$ cat src/rtl/mem_arbiter_pkg.sv
// Shared definitions for the memory arbiter: widths, LSB access types,
// arbiter states and the downstream command payload.
package mem_arbiter_pkg;

   localparam int unsigned LSB_TYPE_WIDTH = 3;
   localparam int unsigned ADDR_W         = 32;
   localparam int unsigned DATA_W         = 32;
   localparam int unsigned MC_LEN_W       = 3;

   localparam logic [ADDR_W-1:0] IO_BASE_DEFAULT = 32'h0003_0000;

   typedef enum logic [LSB_TYPE_WIDTH-1:0] {
      LSB_LB  = 3'd0,
      LSB_LH  = 3'd1,
      LSB_LW  = 3'd2,
      LSB_LBU = 3'd3,
      LSB_LHU = 3'd4,
      LSB_SB  = 3'd5,
      LSB_SH  = 3'd6,
      LSB_SW  = 3'd7
   } lsb_type_e;

   typedef enum logic [2:0] {
      ST_IDLE     = 3'd0,
      ST_BUSY_IF  = 3'd1,
      ST_BUSY_LSB = 3'd2,
      ST_DRAIN    = 3'd3,
      ST_IO_WAIT  = 3'd4
   } arb_state_e;

   typedef struct packed {
      logic [ADDR_W-1:0]   addr;
      logic                wr;
      logic [MC_LEN_W-1:0] len;
      logic [DATA_W-1:0]   wdata;
   } mc_cmd_t;

endpackage

$ cat src/rtl/mem_arbiter_lsb_extend.sv
// Load/store type decode: access length, write flag, and extension of the
// zero-extended controller read data into the architectural load result.
module lsb_extend
   import mem_arbiter_pkg::*;
(
   input  logic [LSB_TYPE_WIDTH-1:0] lsb_type,
   input  logic [DATA_W-1:0]         mc_rdata,
   output logic [MC_LEN_W-1:0]       len_c,
   output logic                      wr_c,
   output logic [DATA_W-1:0]         rdata_c
);

   lsb_type_e type_c;

   assign type_c = lsb_type_e'(lsb_type);

   always_comb begin
      len_c   = MC_LEN_W'(4);
      wr_c    = 1'b0;
      rdata_c = mc_rdata;
      case (type_c)
         LSB_LB: begin
            len_c   = MC_LEN_W'(1);
            rdata_c = {{24{mc_rdata[7]}}, mc_rdata[7:0]};
         end
         LSB_LBU: begin
            len_c   = MC_LEN_W'(1);
            rdata_c = {24'h0, mc_rdata[7:0]};
         end
         LSB_LH: begin
            len_c   = MC_LEN_W'(2);
            rdata_c = {{16{mc_rdata[15]}}, mc_rdata[15:0]};
         end
         LSB_LHU: begin
            len_c   = MC_LEN_W'(2);
            rdata_c = {16'h0, mc_rdata[15:0]};
         end
         LSB_LW: begin
            len_c   = MC_LEN_W'(4);
         end
         // Stores return no data to the LSB.
         LSB_SB: begin
            len_c   = MC_LEN_W'(1);
            wr_c    = 1'b1;
            rdata_c = '0;
         end
         LSB_SH: begin
            len_c   = MC_LEN_W'(2);
            wr_c    = 1'b1;
            rdata_c = '0;
         end
         LSB_SW: begin
            len_c   = MC_LEN_W'(4);
            wr_c    = 1'b1;
            rdata_c = '0;
         end
         default: begin
            len_c   = MC_LEN_W'(4);
            wr_c    = 1'b0;
            rdata_c = mc_rdata;
         end
      endcase
   end

endmodule

$ cat src/rtl/mem_arbiter.sv
// Arbitrates instruction fetch and load/store requests onto a single
// byte-serial memory controller port, with fetch anti-starvation and IO backpressure.
module mem_arbiter
   import mem_arbiter_pkg::*;
#(
   parameter int unsigned       STARVE_LIMIT = 2,
   parameter logic [ADDR_W-1:0] IO_BASE      = IO_BASE_DEFAULT
) (
   input  logic                      clk_in,
   input  logic                      rst_n_in,
   input  logic                      rdy_in,
   input  logic                      flush,
   input  logic                      io_buffer_full,

   input  logic                      if_en,
   input  logic [ADDR_W-1:0]         if_addr,
   output logic                      if_rdy,
   output logic [DATA_W-1:0]         if_data,

   input  logic                      lsb_en,
   input  logic [ADDR_W-1:0]         lsb_addr,
   input  logic [LSB_TYPE_WIDTH-1:0] lsb_type,
   input  logic [DATA_W-1:0]         lsb_wdata,
   output logic                      lsb_rdy,
   output logic [DATA_W-1:0]         lsb_rdata,

   output logic                      mc_req,
   output logic [ADDR_W-1:0]         mc_addr,
   output logic                      mc_wr,
   output logic [MC_LEN_W-1:0]       mc_len,
   output logic [DATA_W-1:0]         mc_wdata,
   input  logic                      mc_done,
   input  logic [DATA_W-1:0]         mc_rdata
);

   localparam int unsigned CNT_W = (STARVE_LIMIT < 1) ? 1 : $clog2(STARVE_LIMIT + 1);
   localparam logic [CNT_W-1:0] STARVE_MAX = CNT_W'(STARVE_LIMIT);

   arb_state_e           state_q, state_d;
   logic [CNT_W-1:0]     starve_q, starve_d;
   mc_cmd_t              cmd_q, cmd_d;
   logic                 mc_req_q, mc_req_d;
   logic                 if_rdy_q, if_rdy_d;
   logic [DATA_W-1:0]    if_data_q, if_data_d;
   logic                 lsb_rdy_q, lsb_rdy_d;
   logic [DATA_W-1:0]    lsb_rdata_q, lsb_rdata_d;

   logic [MC_LEN_W-1:0]  lsb_len_c;
   logic                 lsb_wr_c;
   logic [DATA_W-1:0]    lsb_ext_c;
   logic                 fetch_req_c;
   logic                 fetch_wins_c;
   logic                 io_block_c;
   logic                 idle_free_c;

   lsb_extend u_lsb_extend (
      .lsb_type (lsb_type),
      .mc_rdata (mc_rdata),
      .len_c    (lsb_len_c),
      .wr_c     (lsb_wr_c),
      .rdata_c  (lsb_ext_c)
   );

   // A flush in IDLE hides the fetch request for that cycle only.
   assign fetch_req_c  = if_en & ~flush;
   assign fetch_wins_c = fetch_req_c & (~lsb_en | (starve_q == STARVE_MAX));
   assign io_block_c   = lsb_wr_c & (lsb_addr >= IO_BASE) & io_buffer_full;
   // Requesters still hold en during their rdy pulse, so no grant that cycle.
   assign idle_free_c  = ~if_rdy_q & ~lsb_rdy_q;

   always_comb begin
      state_d     = state_q;
      starve_d    = starve_q;
      cmd_d       = cmd_q;
      mc_req_d    = mc_req_q;
      if_rdy_d    = rdy_in ? 1'b0 : if_rdy_q;
      if_data_d   = if_data_q;
      lsb_rdy_d   = rdy_in ? 1'b0 : lsb_rdy_q;
      lsb_rdata_d = lsb_rdata_q;

      if (rdy_in) begin
         if (!if_en) begin
            starve_d = '0;
         end
         case (state_q)
            ST_IDLE: begin
               if (idle_free_c) begin
                  if (fetch_wins_c) begin
                     state_d     = ST_BUSY_IF;
                     starve_d    = '0;
                     mc_req_d    = 1'b1;
                     cmd_d.addr  = if_addr;
                     cmd_d.wr    = 1'b0;
                     cmd_d.len   = MC_LEN_W'(4);
                     cmd_d.wdata = '0;
                  end else if (lsb_en) begin
                     if (if_en && (starve_q != STARVE_MAX)) begin
                        starve_d = starve_q + CNT_W'(1);
                     end
                     if (io_block_c) begin
                        state_d = ST_IO_WAIT;
                     end else begin
                        state_d     = ST_BUSY_LSB;
                        mc_req_d    = 1'b1;
                        cmd_d.addr  = lsb_addr;
                        cmd_d.wr    = lsb_wr_c;
                        cmd_d.len   = lsb_len_c;
                        cmd_d.wdata = lsb_wdata;
                     end
                  end
               end
            end
            ST_IO_WAIT: begin
               if (!io_buffer_full) begin
                  state_d     = ST_BUSY_LSB;
                  mc_req_d    = 1'b1;
                  cmd_d.addr  = lsb_addr;
                  cmd_d.wr    = lsb_wr_c;
                  cmd_d.len   = lsb_len_c;
                  cmd_d.wdata = lsb_wdata;
               end
            end
            ST_BUSY_IF: begin
               if (flush) begin
                  if (mc_done) begin
                     state_d  = ST_IDLE;
                     mc_req_d = 1'b0;
                  end else begin
                     state_d  = ST_DRAIN;
                  end
               end else if (mc_done) begin
                  state_d   = ST_IDLE;
                  mc_req_d  = 1'b0;
                  if_rdy_d  = 1'b1;
                  if_data_d = mc_rdata;
               end
            end
            ST_BUSY_LSB: begin
               if (mc_done) begin
                  state_d     = ST_IDLE;
                  mc_req_d    = 1'b0;
                  lsb_rdy_d   = 1'b1;
                  lsb_rdata_d = lsb_ext_c;
               end
            end
            // Flushed fetch: let the controller finish, then drop the data.
            ST_DRAIN: begin
               if (mc_done) begin
                  state_d  = ST_IDLE;
                  mc_req_d = 1'b0;
               end
            end
            default: begin
               state_d  = ST_IDLE;
               mc_req_d = 1'b0;
            end
         endcase
      end
   end

   always_ff @(posedge clk_in or negedge rst_n_in) begin
      if (!rst_n_in) begin
         state_q     <= ST_IDLE;
         starve_q    <= '0;
         cmd_q       <= '0;
         mc_req_q    <= 1'b0;
         if_rdy_q    <= 1'b0;
         if_data_q   <= '0;
         lsb_rdy_q   <= 1'b0;
         lsb_rdata_q <= '0;
      end else begin
         state_q     <= state_d;
         starve_q    <= starve_d;
         cmd_q       <= cmd_d;
         mc_req_q    <= mc_req_d;
         if_rdy_q    <= if_rdy_d;
         if_data_q   <= if_data_d;
         lsb_rdy_q   <= lsb_rdy_d;
         lsb_rdata_q <= lsb_rdata_d;
      end
   end

   assign mc_req    = mc_req_q;
   assign mc_addr   = cmd_q.addr;
   assign mc_wr     = cmd_q.wr;
   assign mc_len    = cmd_q.len;
   assign mc_wdata  = cmd_q.wdata;
   assign if_rdy    = if_rdy_q;
   assign if_data   = if_data_q;
   assign lsb_rdy   = lsb_rdy_q;
   assign lsb_rdata = lsb_rdata_q;

endmodule

$ cat config.mk
export PLATFORM = sky130hd
export DESIGN_NAME = mem_arbiter
export DESIGN_NICKNAME = d
export VERILOG_FILES = /design/src/rtl/mem_arbiter_pkg.sv /design/src/rtl/mem_arbiter_lsb_extend.sv /design/src/rtl/mem_arbiter.sv
export SDC_FILE = /design/constraint.sdc
export NUM_CORES = 1
export LEC_CHECK = 0
export CAP_MARGIN = 5
export CORE_MARGIN = 2
export CORE_UTILIZATION = 46
export CTS_CLUSTER_DIAMETER = 120
export DETAILED_ROUTE_END_ITERATION = 10
export GPL_ROUTABILITY_DRIVEN = 1
export PLACE_DENSITY = 0.95
export RECOVER_POWER = 50
export REMOVE_ABC_BUFFERS = 1
export SYNTH_ARGS = -nofsm -noshare
export SYNTH_HDL_FRONTEND = slang
export SYNTH_SLANG_ARGS = --single-unit
$ cat constraint.sdc
create_clock -name clk_in -period 4.91 [get_ports clk_in]
set_input_delay 1.2275 -clock clk_in [delete_from_list [all_inputs] [get_ports clk_in]]
set_output_delay 1.2275 -clock clk_in [all_outputs]
set_load 0.05 [all_outputs]
Word-level counts from Yosys, hierarchy flattened
Cells that the tools add are included.

word-level totals
  register bits = 140
  latch bits = 0
  memory bits (writable) = 0
  memory bits (read-only) = 0
  input bits = 139
  output and inout port bits = 135
  logic and storage cells = 96
  memories kept = 0

operators by class
  $add $sub $neg = 1
  multiply operators = 0
  divide/modulo/power cells = 0
  magnitude comparators = 1
  eq/ne operators = 18
  shift operators = 0
  muxes and demuxes = 40
  bitwise logic cells = 10
  reductions and logical operators = 15

operators with widths
  kind                                                                  count
  2-to-1 mux 68 bit                                                     5
  one-hot mux 32 bit (5 select lines)                                   1
  one-hot mux 68 bit (2 select lines)                                   1
  greater-or-equal comparator 32 x 18 -> 1 bit (second input constant)  1
  2-to-1 mux 3 bit                                                      7
  2-to-1 mux 1 bit                                                      16
  equality test 3 bit (second input constant)                           5
  2-to-1 mux 2 bit                                                      7
  equality test 3 x 2 -> 1 bit (second input constant)                  4
  one-hot mux 3 bit (4 select lines)                                    1
  AND reduction 6 bit                                                   2
  OR reduction 3 bit                                                    4
  one-hot mux 3 bit (3 select lines)                                    1
  AND reduction 4 bit                                                   2
  equality test 3 x 1 -> 1 bit (second input constant)                  2
  logical NOT 3 bit                                                     2
  inequality test 2 bit (second input constant)                         3
  inequality test 3 bit (second input constant)                         2
  AND 1 bit                                                             5
  NOT 1 bit                                                             4
  OR reduction 2 bit                                                    2
  one-hot mux 1 bit (3 select lines)                                    1
  AND reduction 3 bit                                                   1
  adder 2 x 1 -> 2 bit (second input constant)                          1
  other kinds (5)                                                       5

Depth between registers and ports, before layout
Gate-level depths: netlist (run 1).

  word-level depth = 10
  depth in mapped cells = 10
  gate-level depth less buffers = 7

By module
Synthesis (run 1) repeated with hierarchy kept, for this count alone.

unflattened totals
  cell total of the unflattened synthesis = 554
  area total of the unflattened synthesis = 6,882.9 um^2

modules (own cells, without submodules)
  module       times used  cells an instance  area each (um^2)  sequential area each (um^2)
  mem_arbiter  1           455                6,060.8           3,503.4
  lsb_extend   1           99                 822.0             0.0

Least setup slack after synthesis (run 1)
Ideal clock, no wire load.

  kind = input to register
  from = input port lsb_en
  to = register cmd_q, in the netlist mc_addr[12]
  setup time = 0.125 ns
  arrival = 2.597 ns
  data required time = 4.785 ns
  slack = 2.188 ns
  cell stages on the path = 7
  buffers on the path = 2
  path through = nor2b_1 > nor2_1 > and2_1 > buf_2 > buf_2 > mux2_2 > mux2_2

on the way
  cells in the longest elaborated chain, start to end = 6
  elaborated cells on any way between the ends = 9
  classes of those cells = eq/ne (2); mux (3); bitwise (3); reduce/logical (1)

RTL lines
  element                              RTL line            text
  from (decl)                          mem_arbiter.sv:20   input logic lsb_en,
  NOT 1 bit                            mem_arbiter.sv:66   assign fetch_wins_c = fetch_req_c & (~lsb_en | (starve_q == STARVE_MAX));
  bitwise OR 1 bit                     mem_arbiter.sv:66
  AND 1 bit                            mem_arbiter.sv:66
  2-to-1 mux 68 bit                    mem_arbiter.sv:88   if (fetch_wins_c) begin
  2-to-1 mux 68 bit                    mem_arbiter.sv:87   if (idle_free_c) begin
  one-hot mux 68 bit (2 select lines)  mem_arbiter.sv:85   case (state_q)
  to (signal assigned)                 mem_arbiter.sv:174  cmd_q <= cmd_d;
  to (decl)                            mem_arbiter.sv:41   mc_cmd_t cmd_q, cmd_d;

Several ways; a longest one is shown, not always the timed one. The select of a mux whose other input is x is not followed.
A chain may end at the register's enable or synchronous reset.

Worst setup path after layout (run 1)
  from = input port rdy_in
  to = register lsb_rdata_q[18], in the netlist lsb_rdata[18]

on the way
  cells in the longest elaborated chain, start to end = 1

RTL lines
  element                               RTL line            text
  from (decl)                           mem_arbiter.sv:11   input logic rdy_in,
  AND reduction 3 bit (no source line)  n/a
  to (signal assigned)                  mem_arbiter.sv:179  lsb_rdata_q <= lsb_rdata_d;
  to (decl)                             mem_arbiter.sv:46   logic [DATA_W-1:0] lsb_rdata_q, lsb_rdata_d;

No other way between the ends.

==> results of run 1 <==
==> logic make-up (layout without fill, tap and decap cells) <==
| kind of cell | Yosys count | count (layout) | synth area share, % |
|---|---|---|---|
| buffers and inverters | 67 | 347 | 5.307 |
| adders and majority gates | 1 | 1 | 0.1980 |
| xor gates and xnor gates | 3 | 3 | 0.4159 |
| AOI/OAI and AO/OA | 48 | 48 | 4.376 |
| DFF | 140 | 140 | 55.45 |
| muxes | 134 | 134 | 23.66 |
| and+or+nand+nor | 148 | 148 | 10.59 |
==> worst max-delay path: cells and delay by family <==
kind,cells,cell delay (ns)
buffers and inverters,3,2.22
and+or+nand+nor,3,0.49
AOI/OAI and AO/OA,2,0.33
==> registers in the layout, summed over array words and instances, names as in the netlist, named ones only <==
name,count
starve_q,2
lsb_rdata,32
mc_wdata,32
if_data,32
mc_wr,1
mc_req,1
state_q,3
mc_len,3
mc_addr,32
==> stage by stage <==
stage	instance area, sq um	cells	power (uW)
floorplan	6118	510	4403
global placement	9150	968	5736
detailed placement	9150	968	5852
CTS	9738	997	7194
global route	9722	997	7372
finish	9722	997	7091
==> layer usage <==
layer | routed length (microns) | vias up
met5 | 0 | -
met4 | 651 | 0
met3 | 1620 | 49
met2 | 10140 | 265
met1 | 7383 | 2583
li1 | - | 2367
==> area by class of cell <==
| class | count | area (sq um) | share of cell area [%] |
|---|---|---|---|
| Clock buffer | 21 | 470.5 | 4.839 |
| Clock inverter | 8 | 117.6 | 1.210 |
| Inverter | 36 | 135.1 | 1.390 |
| Multi-Input combinational cell | 334 | 2490 | 25.61 |
| Sequential cell | 140 | 3503 | 36.04 |
| Tap cell | 176 | 220.2 | 2.265 |
| Timing Repair Buffer | 282 | 2785 | 28.65 |
==> cells in the final DEF (no fill, tap or decap), types with 4 or more instances in the layout <==
master	n
sky130_fd_sc_hd__a21oi_1	29
sky130_fd_sc_hd__buf_4	6
sky130_fd_sc_hd__clkbuf_16	17
sky130_fd_sc_hd__clkdlybuf4s50_1	217
sky130_fd_sc_hd__clkinv_2	4
sky130_fd_sc_hd__dfrtp_1	140
sky130_fd_sc_hd__dlygate4sd3_1	55
sky130_fd_sc_hd__inv_1	36
sky130_fd_sc_hd__mux2_1	6
sky130_fd_sc_hd__mux2_2	85
sky130_fd_sc_hd__mux2_4	8
sky130_fd_sc_hd__mux2i_1	35
sky130_fd_sc_hd__nand2_1	61
sky130_fd_sc_hd__nand3_1	10
sky130_fd_sc_hd__nor2_1	53
sky130_fd_sc_hd__o21ai_0	6
==> power by group <==
group | switching (uW) | internal (uW)
Clock | 461 | 827
Sequential | 321 | 1650
Combinational | 2520 | 1310
==> worst max-delay path by stage <==
stage | end | from | cells after the start
2_1_floorplan | mc_addr[19] | lsb_en | 5
3_3_place_gp | mc_addr[21] | lsb_addr[20] | 7
3_5_place_dp | mc_wdata[28] | lsb_addr[21] | 7
4_1_cts | mc_wdata[6] | lsb_addr[21] | 7
5_1_grt | lsb_rdata[31] | rdy_in | 8
6_report | lsb_rdata[18] | rdy_in | 8
==> tab_implementation.tex, run 1 <==
\begin{tabular}{lr}
\hline
Metric & Value \\
\hline
\multicolumn{2}{l}{\textbf{Routing}} \\
\quad Post-Route WL & 19.80 mm \\
\quad Number of remaining DRC errors & 0 \\
\quad DR vias/cell & 5.280 \\
\quad DRT iter0 DRCs & 320 \\
\quad Average wire per cell in the routed design & slightly below 20 microns \\
\quad Count of nets left with antenna violations after detail routing & 0 \\
\quad Iteration count of the initial detailed-routing pass & 6 \\
\quad Overall via count from detail\_route & 5264 \\
\multicolumn{2}{l}{\textbf{STA}} \\
\quad Clock period minus worst slack & 4.011 ns \\
\quad Maximum clock frequency & between 0.2 and 0.25 GHz \\
\quad Slew of the pin with the lowest slew margin & 2.884 ns \\
\quad Post-route clock skew & 0.009063 ns \\
\quad Fin. Hold Viols & 0 \\
\quad Final critical-path setup slack & 0.8995 ns \\
\quad Setup repair after global routing missed its margin & false \\
\quad Aggregate negative setup slack & 0 ns \\
\quad Worst hold-check slack & 0.4562 ns \\
\quad Slew margin rel. & -92.25\% \\
\quad Final Setup Violations & 0 \\
\quad Ratio of final minimum period to clock period & between 80\% and 90\% \\
\quad Number of pins with negative max-slew slack in the final report & roughly 190 \\
\multicolumn{2}{l}{\textbf{Logic synthesis}} \\
\quad Cell area after synthesis & 0.006319 sq mm \\
\quad Count of flip-flops with a built-in enable after synthesis & 0 \\
\quad Mean Syn Cell Area & 11.68 sq um \\
\quad Cell type with the largest total area after synthesis & sky130\_fd\_sc\_hd\_\_dfrtp\_1 \\
\quad Predominant post-synthesis flop cell & sky130\_fd\_sc\_hd\_\_dfrtp\_1 \\
\quad Top post-synthesis cells by count & 140 x sky130\_fd\_sc\_hd\_\_dfrtp\_1, 85 x sky130\_fd\_sc\_hd\_\_mux2\_2, 61 x sky130\_fd\_sc\_hd\_\_nand2\_1 \\
\quad Cell types occupying the most area after synthesis & sky130\_fd\_sc\_hd\_\_dfrtp\_1 55\%, sky130\_fd\_sc\_hd\_\_mux2\_2 15\%, sky130\_fd\_sc\_hd\_\_mux2i\_1 5.5\% \\
\quad Number of library cell types mapped by synthesis & 44 \\
\quad Post-synthesis async set-or-reset flop share & 100.0\% \\
\quad Cells after synthesis & roughly 540 \\
\quad Top-area cell type share of the netlist area & 55.45\% \\
\quad Flip-flop and latch count after synthesis & 140 \\
\quad Sequential fraction of the synthesis area & between 50 and 60\% \\
\quad Cell with the most instances after synthesis & sky130\_fd\_sc\_hd\_\_dfrtp\_1 \\
\quad Synth Warn \# & 0 \\
\multicolumn{2}{l}{\textbf{Job}} \\
\quad Reported max-cap violation count & 3 \\
\multicolumn{2}{l}{\textbf{Global route}} \\
\quad Met1 track demand over resource & 30.62\% \\
\quad Total grt overflow & 0 \\
\quad First-pass GRT wire length & 30.37 mm \\
\quad Met2 demand-to-capacity share in global routing & around 48\% \\
\quad Via count of the first global-routing pass & 5644 \\
\quad Met3 routing resource usage after global routing & under 10\% \\
\quad Initial antenna violation count & 0 \\
\quad All-layer global routing usage & 27.39\% \\
\quad GR peak layer & met2 \\
\quad Maximum number of pins on one net before global-route repair & 117 \\
\multicolumn{2}{l}{\textbf{CTS}} \\
\quad Count of buffers added by post-CTS timing repair for setup & 0 \\
\quad CTS root buf & sky130\_fd\_sc\_hd\_\_clkbuf\_16 \\
\quad Total of cells resized after clock tree synthesis & 0 \\
\quad Post-CTS clock slew at the launch and capture registers of the worst setup and hold paths & 0.06 ns \\
\quad Number of buffers added by the clock tree synthesis step & 17 \\
\quad Maximum clock insertion buffer count & 2 \\
\quad Post-cts hold buffer count & 0 \\
\quad Clock network latency to the later pin of the worst-skew pair & $\sim$0.41 ns \\
\quad Number of clock sinks & 140 \\
\quad Maximum level of the CTS H-tree & 4 \\
\quad CTS tree & done \\
\multicolumn{2}{l}{\textbf{Place}} \\
\quad Placer's final routability congestion estimate & about 0.86 \\
\quad Port buffer count & 273 \\
\quad Worst slack at placement & 0.8163 ns \\
\quad Detailed placer's ending HPWL & 14.00 mm \\
\multicolumn{2}{l}{\textbf{Floorplan}} \\
\quad Vert. Die Dim & about 120 microns \\
\quad Std-Cell Core Area & approximately 0.013 sq mm \\
\quad Number of rows in the core area & 42 \\
\quad Overall die width & 121.2 microns \\
\quad Initial core utilization & 47.34\% \\
\quad Number of top-level design ports & 274 \\
\quad Area of the die & 0.01469 sq mm \\
\multicolumn{2}{l}{\textbf{Setup path}} \\
\quad Cell breakdown of the critical path & dlygate4sd3\_1 -> and3b\_1 -> and3b\_1 -> clkbuf\_1 -> o31ai\_2 -> buf\_4 -> a21oi\_1 -> nor2\_1 \\
\quad Worst-path fanout max & 33 \\
\quad Critical path class & primary input to register \\
\quad Worst setup EP type & register \\
\quad Largest stage delay on the critical path & 1.13 ns \\
\quad Worst reg2reg startpoint & state\_q[2] \\
\quad R2R depth & 7 \\
\quad Crit-path most repeated cell & sky130\_fd\_sc\_hd\_\_and3b\_1 \\
\quad Data arrival, critical path & roughly 4.3 ns \\
\quad Data required time of the worst path & 5.21 ns \\
\quad Register-to-register path setup slack & 2.03 ns \\
\quad Endpoint of the worst-slack reg-to-reg timing path & lsb\_rdata[18] \\
\quad Standard cell with the maximum stage delay on the critical path & sky130\_fd\_sc\_hd\_\_clkbuf\_1 \\
\quad Worst setup SP type & primary input \\
\multicolumn{2}{l}{\textbf{Hold path}} \\
\quad Hold Path End & lsb\_rdata[3] \\
\quad Cell depth of the worst hold path & 2 \\
\quad Tightest Hold Check Type & register to register \\
\quad Startpoint of the most critical hold path & lsb\_rdata[3] \\
\multicolumn{2}{l}{\textbf{Status}} \\
\quad Violated checks & capacitance limit, slew limit \\
\quad Result of the run & finished with violations \\
\multicolumn{2}{l}{\textbf{Layout}} \\
\quad Count of filler cells inserted in the layout & 875 \\
\quad Count of nets after finishing & 951 \\
\quad Antenna cell count & 0 \\
\quad Share of cells above drive strength 1 & between 10\% and 20\% \\
\quad Signed area change from the synthesized netlist to the final layout & 53.86\% \\
\quad Utilization after layout & 72.83\% \\
\multicolumn{2}{l}{\textbf{Power and ir drop}} \\
\quad Standby leakage power & 0.004441 uW \\
\quad Maximum vdd ir drop & 0.4007 mV \\
\quad Total power per unit cell area & around 730 mW/mm\^{}2 \\
\hline
\end{tabular}
Note: power is estimated with default switching activity, not from simulation.
==> run 2, diff against run 1 <==
- CORE_UTILIZATION: 46 -> 38
- PLACE_DENSITY: 0.95 -> 0.87
- clock period: 4.91 -> 3.4 ns (I/O delays scaled with it)
==> run 2 against run 1 <==
Net effect:
- the flow now finishes without violations
- sequential power rose by 42%
- clock power up 39%
- via count shrank 4.1%
- critical path type unchanged
==> tab_implementation.tex, run 2 (same netlist as run 1, synthesis figures left out) <==
\begin{tabular}{lr}
\hline
Metric & Value \\
\hline
\multicolumn{2}{l}{\textbf{Routing}} \\
\quad Number of remaining DRC errors & 0 (unchanged) \\
\quad Average wire per cell in the routed design & 16.92 microns (was 19.85 microns) \\
\quad DR vias/cell & 4.792 (was 5.280) \\
\quad Overall via count from detail\_route & 5046 (was 5264) \\
\quad Iteration count of the initial detailed-routing pass & 4 (was 6) \\
\quad DRT iter0 DRCs & 176 (was 320) \\
\quad Post-Route WL & 17.82 mm (was 19.80 mm) \\
\quad Count of nets left with antenna violations after detail routing & 0 (unchanged) \\
\multicolumn{2}{l}{\textbf{STA}} \\
\quad Ratio of final minimum period to clock period & roughly four fifths \\
\quad Fin. Hold Viols & 0 (unchanged) \\
\quad Clock period minus worst slack & 2.786 ns \\
\quad Number of pins with negative max-slew slack in the final report & 0 (was 185) \\
\quad Final Setup Violations & 0 (unchanged) \\
\quad Aggregate negative setup slack & 0 ns (unchanged) \\
\quad Maximum clock frequency & between 0.3 and 0.4 GHz \\
\quad Post-route clock skew & 0.01270 ns (was 0.009063 ns) \\
\quad Setup repair after global routing missed its margin & false (unchanged) \\
\quad Slew of the pin with the lowest slew margin & 1.475 ns (was 2.884 ns) \\
\quad Slew margin rel. & 1.642\% (was -92.25\%) \\
\multicolumn{2}{l}{\textbf{Setup path}} \\
\quad Buffer and inverter count on the worst path & 3 (unchanged) \\
\quad Worst setup EP type & register (unchanged) \\
\quad Data required time of the worst path & 3.73 ns (was 5.21 ns) \\
\quad Critical path class & primary input to register (unchanged) \\
\quad R2R depth & 4 (was 7) \\
\quad Largest stage delay on the critical path & 0.57 ns (was 1.13 ns) \\
\quad CP Depth & 8 (unchanged) \\
\quad Data arrival, critical path & 3.12 ns (was 4.31 ns) \\
\quad Crit-path most repeated cell & sky130\_fd\_sc\_hd\_\_buf\_12 (was sky130\_fd\_sc\_hd\_\_and3b\_1) \\
\quad Worst-path fanout max & 23 (was 33) \\
\quad Standard cell with the maximum stage delay on the critical path & sky130\_fd\_sc\_hd\_\_dlygate4sd3\_1 (was sky130\_fd\_sc\_hd\_\_clkbuf\_1) \\
\quad Worst setup SP type & primary input (unchanged) \\
\quad Cell breakdown of the critical path & dlygate4sd3\_1 -> nor4\_1 -> nand4\_1 -> nand4\_2 -> and4\_4 -> buf\_12 -> buf\_12 -> mux2i\_1 (was dlygate4sd3\_1 -> and3b\_1 -> and3b\_1 -> clkbuf\_1 -> o31ai\_2 -> buf\_4 -> a21oi\_1 -> nor2\_1) \\
\quad Crit-path leading delay family & simple AND/OR/NAND/NOR gates (was buffers and inverters) \\
\multicolumn{2}{l}{\textbf{Layout}} \\
\quad Signed area change from the synthesized netlist to the final layout & 56.46\% (was 53.86\%) \\
\quad Post-layout instance count excluding filler cells & 1053 (was 997) \\
\quad Antenna cell count & 0 (unchanged) \\
\quad Highest-count cells in the layout ignoring fill and taps & 268 x sky130\_fd\_sc\_hd\_\_clkdlybuf4s50\_1, 140 x sky130\_fd\_sc\_hd\_\_dfrtp\_1, 85 x sky130\_fd\_sc\_hd\_\_mux2\_2, 61 x sky130\_fd\_sc\_hd\_\_nand2\_1, 53 x sky130\_fd\_sc\_hd\_\_nor2\_1 (was 217 x sky130\_fd\_sc\_hd\_\_clkdlybuf4s50\_1, 140 x sky130\_fd\_sc\_hd\_\_dfrtp\_1, 85 x sky130\_fd\_sc\_hd\_\_mux2\_2, 61 x sky130\_fd\_sc\_hd\_\_nand2\_1, 55 x sky130\_fd\_sc\_hd\_\_dlygate4sd3\_1) \\
\quad Area of all placed cells without fillers & 0.009886 sq mm (was 0.009722 sq mm) \\
\quad Share of cells above drive strength 1 & 17.65\% (was 16.44\%) \\
\quad Commonest non-fill, non-tap cell in the layout & sky130\_fd\_sc\_hd\_\_clkdlybuf4s50\_1 (unchanged) \\
\quad Count of nets after finishing & 960 (was 951) \\
\multicolumn{2}{l}{\textbf{CTS}} \\
\quad Maximum clock insertion buffer count & 2 (unchanged) \\
\quad Total of cells resized after clock tree synthesis & 0 (unchanged) \\
\quad CTS tree & done (unchanged) \\
\quad Number of buffers added by the clock tree synthesis step & 17 (unchanged) \\
\quad Clock network latency to the later pin of the worst-skew pair & 0.42 ns (was 0.41 ns) \\
\quad Maximum level of the CTS H-tree & 4 (unchanged) \\
\quad Number of clock sinks & 140 (unchanged) \\
\quad CTS root buf & sky130\_fd\_sc\_hd\_\_clkbuf\_16 (unchanged) \\
\quad Post-cts hold buffer count & 0 (unchanged) \\
\quad Count of buffers added by post-CTS timing repair for setup & 0 (unchanged) \\
\quad Post-CTS clock slew at the launch and capture registers of the worst setup and hold paths & 0.06 ns (about the same) \\
\multicolumn{2}{l}{\textbf{Power and ir drop}} \\
\quad Total power per unit cell area & 1032 mW/mm\^{}2 (was 729.4 mW/mm\^{}2) \\
\quad Standby leakage power & 0.004401 uW (was 0.004441 uW) \\
\quad Maximum vdd ir drop & 0.7013 mV (was 0.4007 mV) \\
\quad Post-layout total power & 10210 uW (was 7091 uW) \\
\multicolumn{2}{l}{\textbf{Floorplan}} \\
\quad Vert. Die Dim & 133.0 microns (was 121.2 microns) \\
\quad Number of rows in the core area & 47 (was 42) \\
\quad Initial core utilization & 38.51\% (was 47.34\%) \\
\quad Std-Cell Core Area & 0.01641 sq mm (was 0.01335 sq mm) \\
\quad Area of the die & 0.01768 sq mm (was 0.01469 sq mm) \\
\quad Number of top-level design ports & 274 (unchanged) \\
\quad Overall die width & 133.0 microns (was 121.2 microns) \\
\multicolumn{2}{l}{\textbf{Place}} \\
\quad Detailed placer's ending HPWL & 13.26 mm (was 14.00 mm) \\
\quad Port buffer count & 273 (unchanged) \\
\quad Placed Cells & 1021 (was 968) \\
\quad Post-DP Area & 0.009348 sq mm (was 0.009150 sq mm) \\
\quad Placer's final routability congestion estimate & 0.8238 (was 0.8557) \\
\multicolumn{2}{l}{\textbf{Global route}} \\
\quad First-pass GRT wire length & 28.55 mm (was 30.37 mm) \\
\quad Initial antenna violation count & 0 (unchanged) \\
\quad All-layer global routing usage & 20.70\% (was 27.39\%) \\
\quad Total grt overflow & 0 (unchanged) \\
\quad Via count of the first global-routing pass & 5428 (was 5644) \\
\quad Maximum number of pins on one net before global-route repair & 59 (was 117) \\
\multicolumn{2}{l}{\textbf{Job}} \\
\quad Reported max-cap violation count & 0 (was 3) \\
\multicolumn{2}{l}{\textbf{Hold path}} \\
\quad Cell depth of the worst hold path & 2 (unchanged) \\
\quad Tightest Hold Check Type & register to register (unchanged) \\
\multicolumn{2}{l}{\textbf{Status}} \\
\quad Result of the run & finished clean (was finished with violations) \\
\hline
\end{tabular}
==> run 2: cell count changes in the layout (fill, tap and decap cells not counted), sizes merged <==
| cell | change |
|---|---|
| inv | +6 |
| clkdlybuf4s50 | +51 |
| dlygate4sd3 | -51 |
| clkinv | -1 |
| clkinvlp | +3 |
| bufinv | -2 |
| clkbuf | -2 |
| buf | +8 |
==> run 2: cell type report <==
type                    instances  area, sq um
inverters                      36        135.1
multi-input cells             334         2485
repair buffers                291         2913
clock inverters                14        135.1
fillers                      1348         6521
flip-flops and latches        140         3503
well taps                     220        275.3
clock buffers                  18        439.2
==> run 2: final timing paths <==
check | startpoint | to | slack (ns)
worst min register to register | lsb_rdata[0] | lsb_rdata[0] | 0.46
min in group asynchronous | rst_n_in | mc_addr[0] | 0.77
max in group asynchronous | rst_n_in | if_data[12] | 1.14
worst max register to register | state_q[2] | if_data[9] | 1.13
worst min-delay path | lsb_rdata[0] | lsb_rdata[0] | 0.46
worst max-delay path | lsb_addr[31] | mc_wdata[20] | 0.61
==> run 2: stage by stage <==
step           hold slack [ns]  setup slack [ns]  util, %
3_3_place_gp            0.4517            0.3530    56.97
2_1_floorplan           0.4842            0.5929        -
3_5_place_dp            0.4600            0.2776    56.97
4_1_cts                 0.4124            0.7051    60.47
6_report                0.4648            0.6135    60.25
5_1_grt                 0.4875            0.4441    60.25
==> run 2: layer usage <==
| metal | global-route usage, % | part of all wire, % |
|---|---|---|
| met3 | 6.590 | 6.3 |
| met2 | 35.64 | 52 |
| met5 | 0 | 0 |
| met1 | 23.83 | 39 |
| met4 | 8.602 | 3.0 |
==> run 2: report_power, final <==
part	internal [uW]	switching [uW]
Clock	1040	754
Combinational	2030	3570
Sequential	2390	428
Total	5460	4750
==> run 2: worst register-to-register path: stages, from the launching register on <==
cell	delay (ns)
sky130_fd_sc_hd__dfrtp_1	0.54
sky130_fd_sc_hd__and3b_1	0.25
sky130_fd_sc_hd__nand3_1	0.27
sky130_fd_sc_hd__clkbuf_2	0.66
sky130_fd_sc_hd__mux2_2	0.43
==> run 3, diff against run 2 <==
- CORE_UTILIZATION: 38 -> 43
- PLACE_DENSITY: 0.87 -> 0.92
- clock period: 3.4 -> 2.74 ns (I/O delays scaled with it)
==> run 3 against run 2 <==
Net effect:
- the flow now finishes with violations (capacitance limit, slew limit)
- non-clock buffer count grew 11
- cell area up 1.1%
- total power is 27% higher
- core utilization is 9.0 points higher
- final cell count decreased by 2.5%
- flip-flop and latch count stayed put
- clock skew is 0.0043 ns lower
- highest routed layer unchanged
==> tab_implementation.tex, run 3 (same netlist as run 1, synthesis figures left out) <==
\begin{tabular}{lr}
\hline
Metric & Value \\
\hline
\multicolumn{2}{l}{\textbf{Layout}} \\
\quad Count of nets after finishing & 971 (was 960) \\
\quad Post-layout instance count excluding filler cells & 1027 (was 1053) \\
\quad Share of cells above drive strength 1 & 18.62\% (was 17.65\%) \\
\quad Antenna cell count & 0 (unchanged) \\
\quad Highest-count cells in the layout ignoring fill and taps & 269 x sky130\_fd\_sc\_hd\_\_clkdlybuf4s50\_1, 140 x sky130\_fd\_sc\_hd\_\_dfrtp\_1, 85 x sky130\_fd\_sc\_hd\_\_mux2\_2, 61 x sky130\_fd\_sc\_hd\_\_nand2\_1, 53 x sky130\_fd\_sc\_hd\_\_nor2\_1 (was 268 x sky130\_fd\_sc\_hd\_\_clkdlybuf4s50\_1, 140 x sky130\_fd\_sc\_hd\_\_dfrtp\_1, 85 x sky130\_fd\_sc\_hd\_\_mux2\_2, 61 x sky130\_fd\_sc\_hd\_\_nand2\_1, 53 x sky130\_fd\_sc\_hd\_\_nor2\_1) \\
\quad Signed area change from the synthesized netlist to the final layout & 58.14\% (was 56.46\%) \\
\quad Area of all placed cells without fillers & 0.009992 sq mm (was 0.009886 sq mm) \\
\quad Commonest non-fill, non-tap cell in the layout & sky130\_fd\_sc\_hd\_\_clkdlybuf4s50\_1 (unchanged) \\
\multicolumn{2}{l}{\textbf{Power and ir drop}} \\
\quad Maximum vdd ir drop & 0.8233 mV (was 0.7013 mV) \\
\quad Total power per unit cell area & 1298 mW/mm\^{}2 (was 1032 mW/mm\^{}2) \\
\quad Standby leakage power & 0.004494 uW (was 0.004401 uW) \\
\multicolumn{2}{l}{\textbf{Routing}} \\
\quad DRT iter0 DRCs & 279 (was 176) \\
\quad DR vias/cell & 4.992 (was 4.792) \\
\quad Average wire per cell in the routed design & 17.68 microns (was 16.92 microns) \\
\quad Iteration count of the initial detailed-routing pass & 4 (unchanged) \\
\quad Number of remaining DRC errors & 0 (unchanged) \\
\quad Count of nets left with antenna violations after detail routing & 0 (unchanged) \\
\quad Overall via count from detail\_route & 5127 (was 5046) \\
\quad Post-Route WL & 18.16 mm (was 17.82 mm) \\
\multicolumn{2}{l}{\textbf{Global route}} \\
\quad First-pass GRT wire length & 29.17 mm (was 28.55 mm) \\
\quad Maximum number of pins on one net before global-route repair & 64 (was 59) \\
\quad Via count of the first global-routing pass & 5452 (was 5428) \\
\quad Total grt overflow & 0 (unchanged) \\
\quad All-layer global routing usage & 23.62\% (was 20.70\%) \\
\quad Initial antenna violation count & 0 (unchanged) \\
\multicolumn{2}{l}{\textbf{CTS}} \\
\quad Post-cts hold buffer count & 0 (unchanged) \\
\quad Post-CTS clock slew at the launch and capture registers of the worst setup and hold paths & 0.06 ns (about the same) \\
\quad Clock network latency to the later pin of the worst-skew pair & 0.41 ns (was 0.42 ns) \\
\quad CTS tree & done (unchanged) \\
\quad Number of buffers added by the clock tree synthesis step & 17 (unchanged) \\
\quad Maximum clock insertion buffer count & 2 (unchanged) \\
\quad CTS root buf & sky130\_fd\_sc\_hd\_\_clkbuf\_16 (unchanged) \\
\quad Count of buffers added by post-CTS timing repair for setup & 0 (unchanged) \\
\quad Total of cells resized after clock tree synthesis & 0 (unchanged) \\
\quad Maximum level of the CTS H-tree & 4 (unchanged) \\
\quad Number of clock sinks & 140 (unchanged) \\
\multicolumn{2}{l}{\textbf{Setup path}} \\
\quad Worst setup EP type & register (unchanged) \\
\quad Data arrival, critical path & 2.85 ns (was 3.12 ns) \\
\quad Data required time of the worst path & 3.03 ns (was 3.73 ns) \\
\quad Worst setup SP type & primary input (unchanged) \\
\quad Critical path class & primary input to register (unchanged) \\
\quad Worst reg2reg startpoint & state\_q[2] (unchanged) \\
\quad Buffer and inverter count on the worst path & 3 (unchanged) \\
\quad R2R depth & 4 (unchanged) \\
\quad Start point of the critical path & lsb\_addr[24] (was lsb\_addr[31]) \\
\quad Crit-path leading delay family & simple AND/OR/NAND/NOR gates (unchanged) \\
\quad CP Depth & 8 (unchanged) \\
\quad Cell breakdown of the critical path & clkdlybuf4s50\_1 -> nor4\_1 -> buf\_4 -> nand4\_1 -> nand4\_2 -> and4\_4 -> buf\_4 -> mux2\_2 (was dlygate4sd3\_1 -> nor4\_1 -> nand4\_1 -> nand4\_2 -> and4\_4 -> buf\_12 -> buf\_12 -> mux2i\_1) \\
\quad Standard cell with the maximum stage delay on the critical path & sky130\_fd\_sc\_hd\_\_clkdlybuf4s50\_1 (was sky130\_fd\_sc\_hd\_\_dlygate4sd3\_1) \\
\quad Register-to-register path setup slack & 0.48 ns (was 1.13 ns) \\
\quad Largest stage delay on the critical path & 0.46 ns (was 0.57 ns) \\
\quad Crit-path most repeated cell & sky130\_fd\_sc\_hd\_\_buf\_4 (was sky130\_fd\_sc\_hd\_\_buf\_12) \\
\quad Worst-path fanout max & 9 (was 23) \\
\quad End point of the critical path & mc\_addr[28] (was mc\_wdata[20]) \\
\quad Endpoint of the worst-slack reg-to-reg timing path & if\_data[26] (was if\_data[9]) \\
\multicolumn{2}{l}{\textbf{STA}} \\
\quad Slew of the pin with the lowest slew margin & 1.597 ns (was 1.475 ns) \\
\quad Setup repair after global routing missed its margin & false (unchanged) \\
\quad Clock period minus worst slack & 2.562 ns \\
\quad Maximum clock frequency & 0.3904 GHz \\
\quad Number of pins with negative max-slew slack in the final report & 63 (was 0) \\
\quad Fin. Hold Viols & 0 (unchanged) \\
\quad Final critical-path setup slack & 0.1782 ns (was 0.6135 ns) \\
\quad Ratio of final minimum period to clock period & 93.50\% \\
\quad Final Setup Violations & 0 (unchanged) \\
\quad Post-route clock skew & 0.008365 ns (was 0.01270 ns) \\
\quad Slew margin rel. & -6.434\% (was 1.642\%) \\
\quad Worst hold-check slack & 0.4684 ns (was 0.4648 ns) \\
\multicolumn{2}{l}{\textbf{Job}} \\
\quad Reported max-cap violation count & 1 (was 0) \\
\multicolumn{2}{l}{\textbf{Place}} \\
\quad Placed Cells & 996 (was 1021) \\
\quad Post-DP Area & 0.009410 sq mm (was 0.009348 sq mm) \\
\quad Worst slack at placement & -0.1721 ns (was 0.2776 ns) \\
\quad Placer's final routability congestion estimate & 0.8209 (was 0.8238) \\
\quad Detailed placer's ending HPWL & 13.39 mm (was 13.26 mm) \\
\quad Port buffer count & 273 (unchanged) \\
\multicolumn{2}{l}{\textbf{Floorplan}} \\
\quad Number of rows in the core area & 44 (was 47) \\
\quad Std-Cell Core Area & 0.01442 sq mm (was 0.01641 sq mm) \\
\quad Initial core utilization & 43.81\% (was 38.51\%) \\
\quad Vert. Die Dim & 125.2 microns (was 133.0 microns) \\
\quad Number of top-level design ports & 274 (unchanged) \\
\quad Area of the die & 0.01568 sq mm (was 0.01768 sq mm) \\
\quad Overall die width & 125.2 microns (was 133.0 microns) \\
\multicolumn{2}{l}{\textbf{Hold path}} \\
\quad Tightest Hold Check Type & register to register (unchanged) \\
\multicolumn{2}{l}{\textbf{Status}} \\
\quad Result of the run & finished with violations (was finished clean) \\
\quad Violated checks & capacitance limit, slew limit \\
\hline
\end{tabular}
==> run 3: cell count changes in the layout (fill, tap and decap cells not counted) <==
cell                              delta
sky130_fd_sc_hd__buf_12              +1
sky130_fd_sc_hd__clkbuf_2            -1
sky130_fd_sc_hd__buf_4              +10
sky130_fd_sc_hd__clkinv_2            +1
sky130_fd_sc_hd__and2_1              -1
sky130_fd_sc_hd__clkinv_4            -1
sky130_fd_sc_hd__clkbuf_4            +1
sky130_fd_sc_hd__clkinvlp_4          -2
sky130_fd_sc_hd__inv_6               -2
sky130_fd_sc_hd__clkdlybuf4s50_1     +1
sky130_fd_sc_hd__and2_0              +1
sky130_fd_sc_hd__bufinv_16           +3
sky130_fd_sc_hd__dlygate4sd3_1       -1
==> run 3: per-stage QoR <==
stage	utilization (%)	power [uW]	setup TNS, ns
CTS	69.60	13080	0
floorplan	-	7891	0
global route	69.27	13510	0
finish	69.27	12970	0
detailed placement	65.24	10560	-8.229
global placement	65.24	10370	-6.155
==> run 3: metal layers <==
layer	global-route usage, %	vias up	wire length (microns)
met1	27.79	2486	7032
met2	41.24	195	9512
met4	10.26	0	578
met5	0	-	0
met3	5.648	47	1038
li1	-	2399	-
==> run 3: where the power goes <==
| part | internal, uW | switching (uW) |
|---|---|---|
| Combinational | 2560 | 4440 |
| Clock | 1550 | 899 |
| Sequential | 2960 | 560 |
==> run 3: cell type report <==
cell class | count | area [sq um]
inverter | 36 | 135.1
timing repair buffer | 302 | 3010
clock buffer | 18 | 439.2
sequential | 140 | 3503
fill | 1059 | 4432
tap | 184 | 230.2
clock inverter | 13 | 188.9
multi-input combinational | 334 | 2485
==> run 3: worst min path at each step <==
stage	startpoint	to	slack, ns	cells after the start
floorplan	rst_n_in	asynchronous set/reset pin	0.39	0
global placement	lsb_rdata[4]	lsb_rdata[4]	0.45	2
detailed placement	lsb_rdata[3]	lsb_rdata[3]	0.46	2
CTS	rst_n_in	if_data[2]	0.26	1
global route	lsb_rdata[3]	lsb_rdata[3]	0.49	2
finish	lsb_rdata[3]	lsb_rdata[3]	0.47	2
==> run 3: worst min-delay path: stages (launching register included) <==
cell and delay, ns:
sky130_fd_sc_hd__dfrtp_1 0.34, sky130_fd_sc_hd__nand2_1 0.05, sky130_fd_sc_hd__nand2_1 0.04
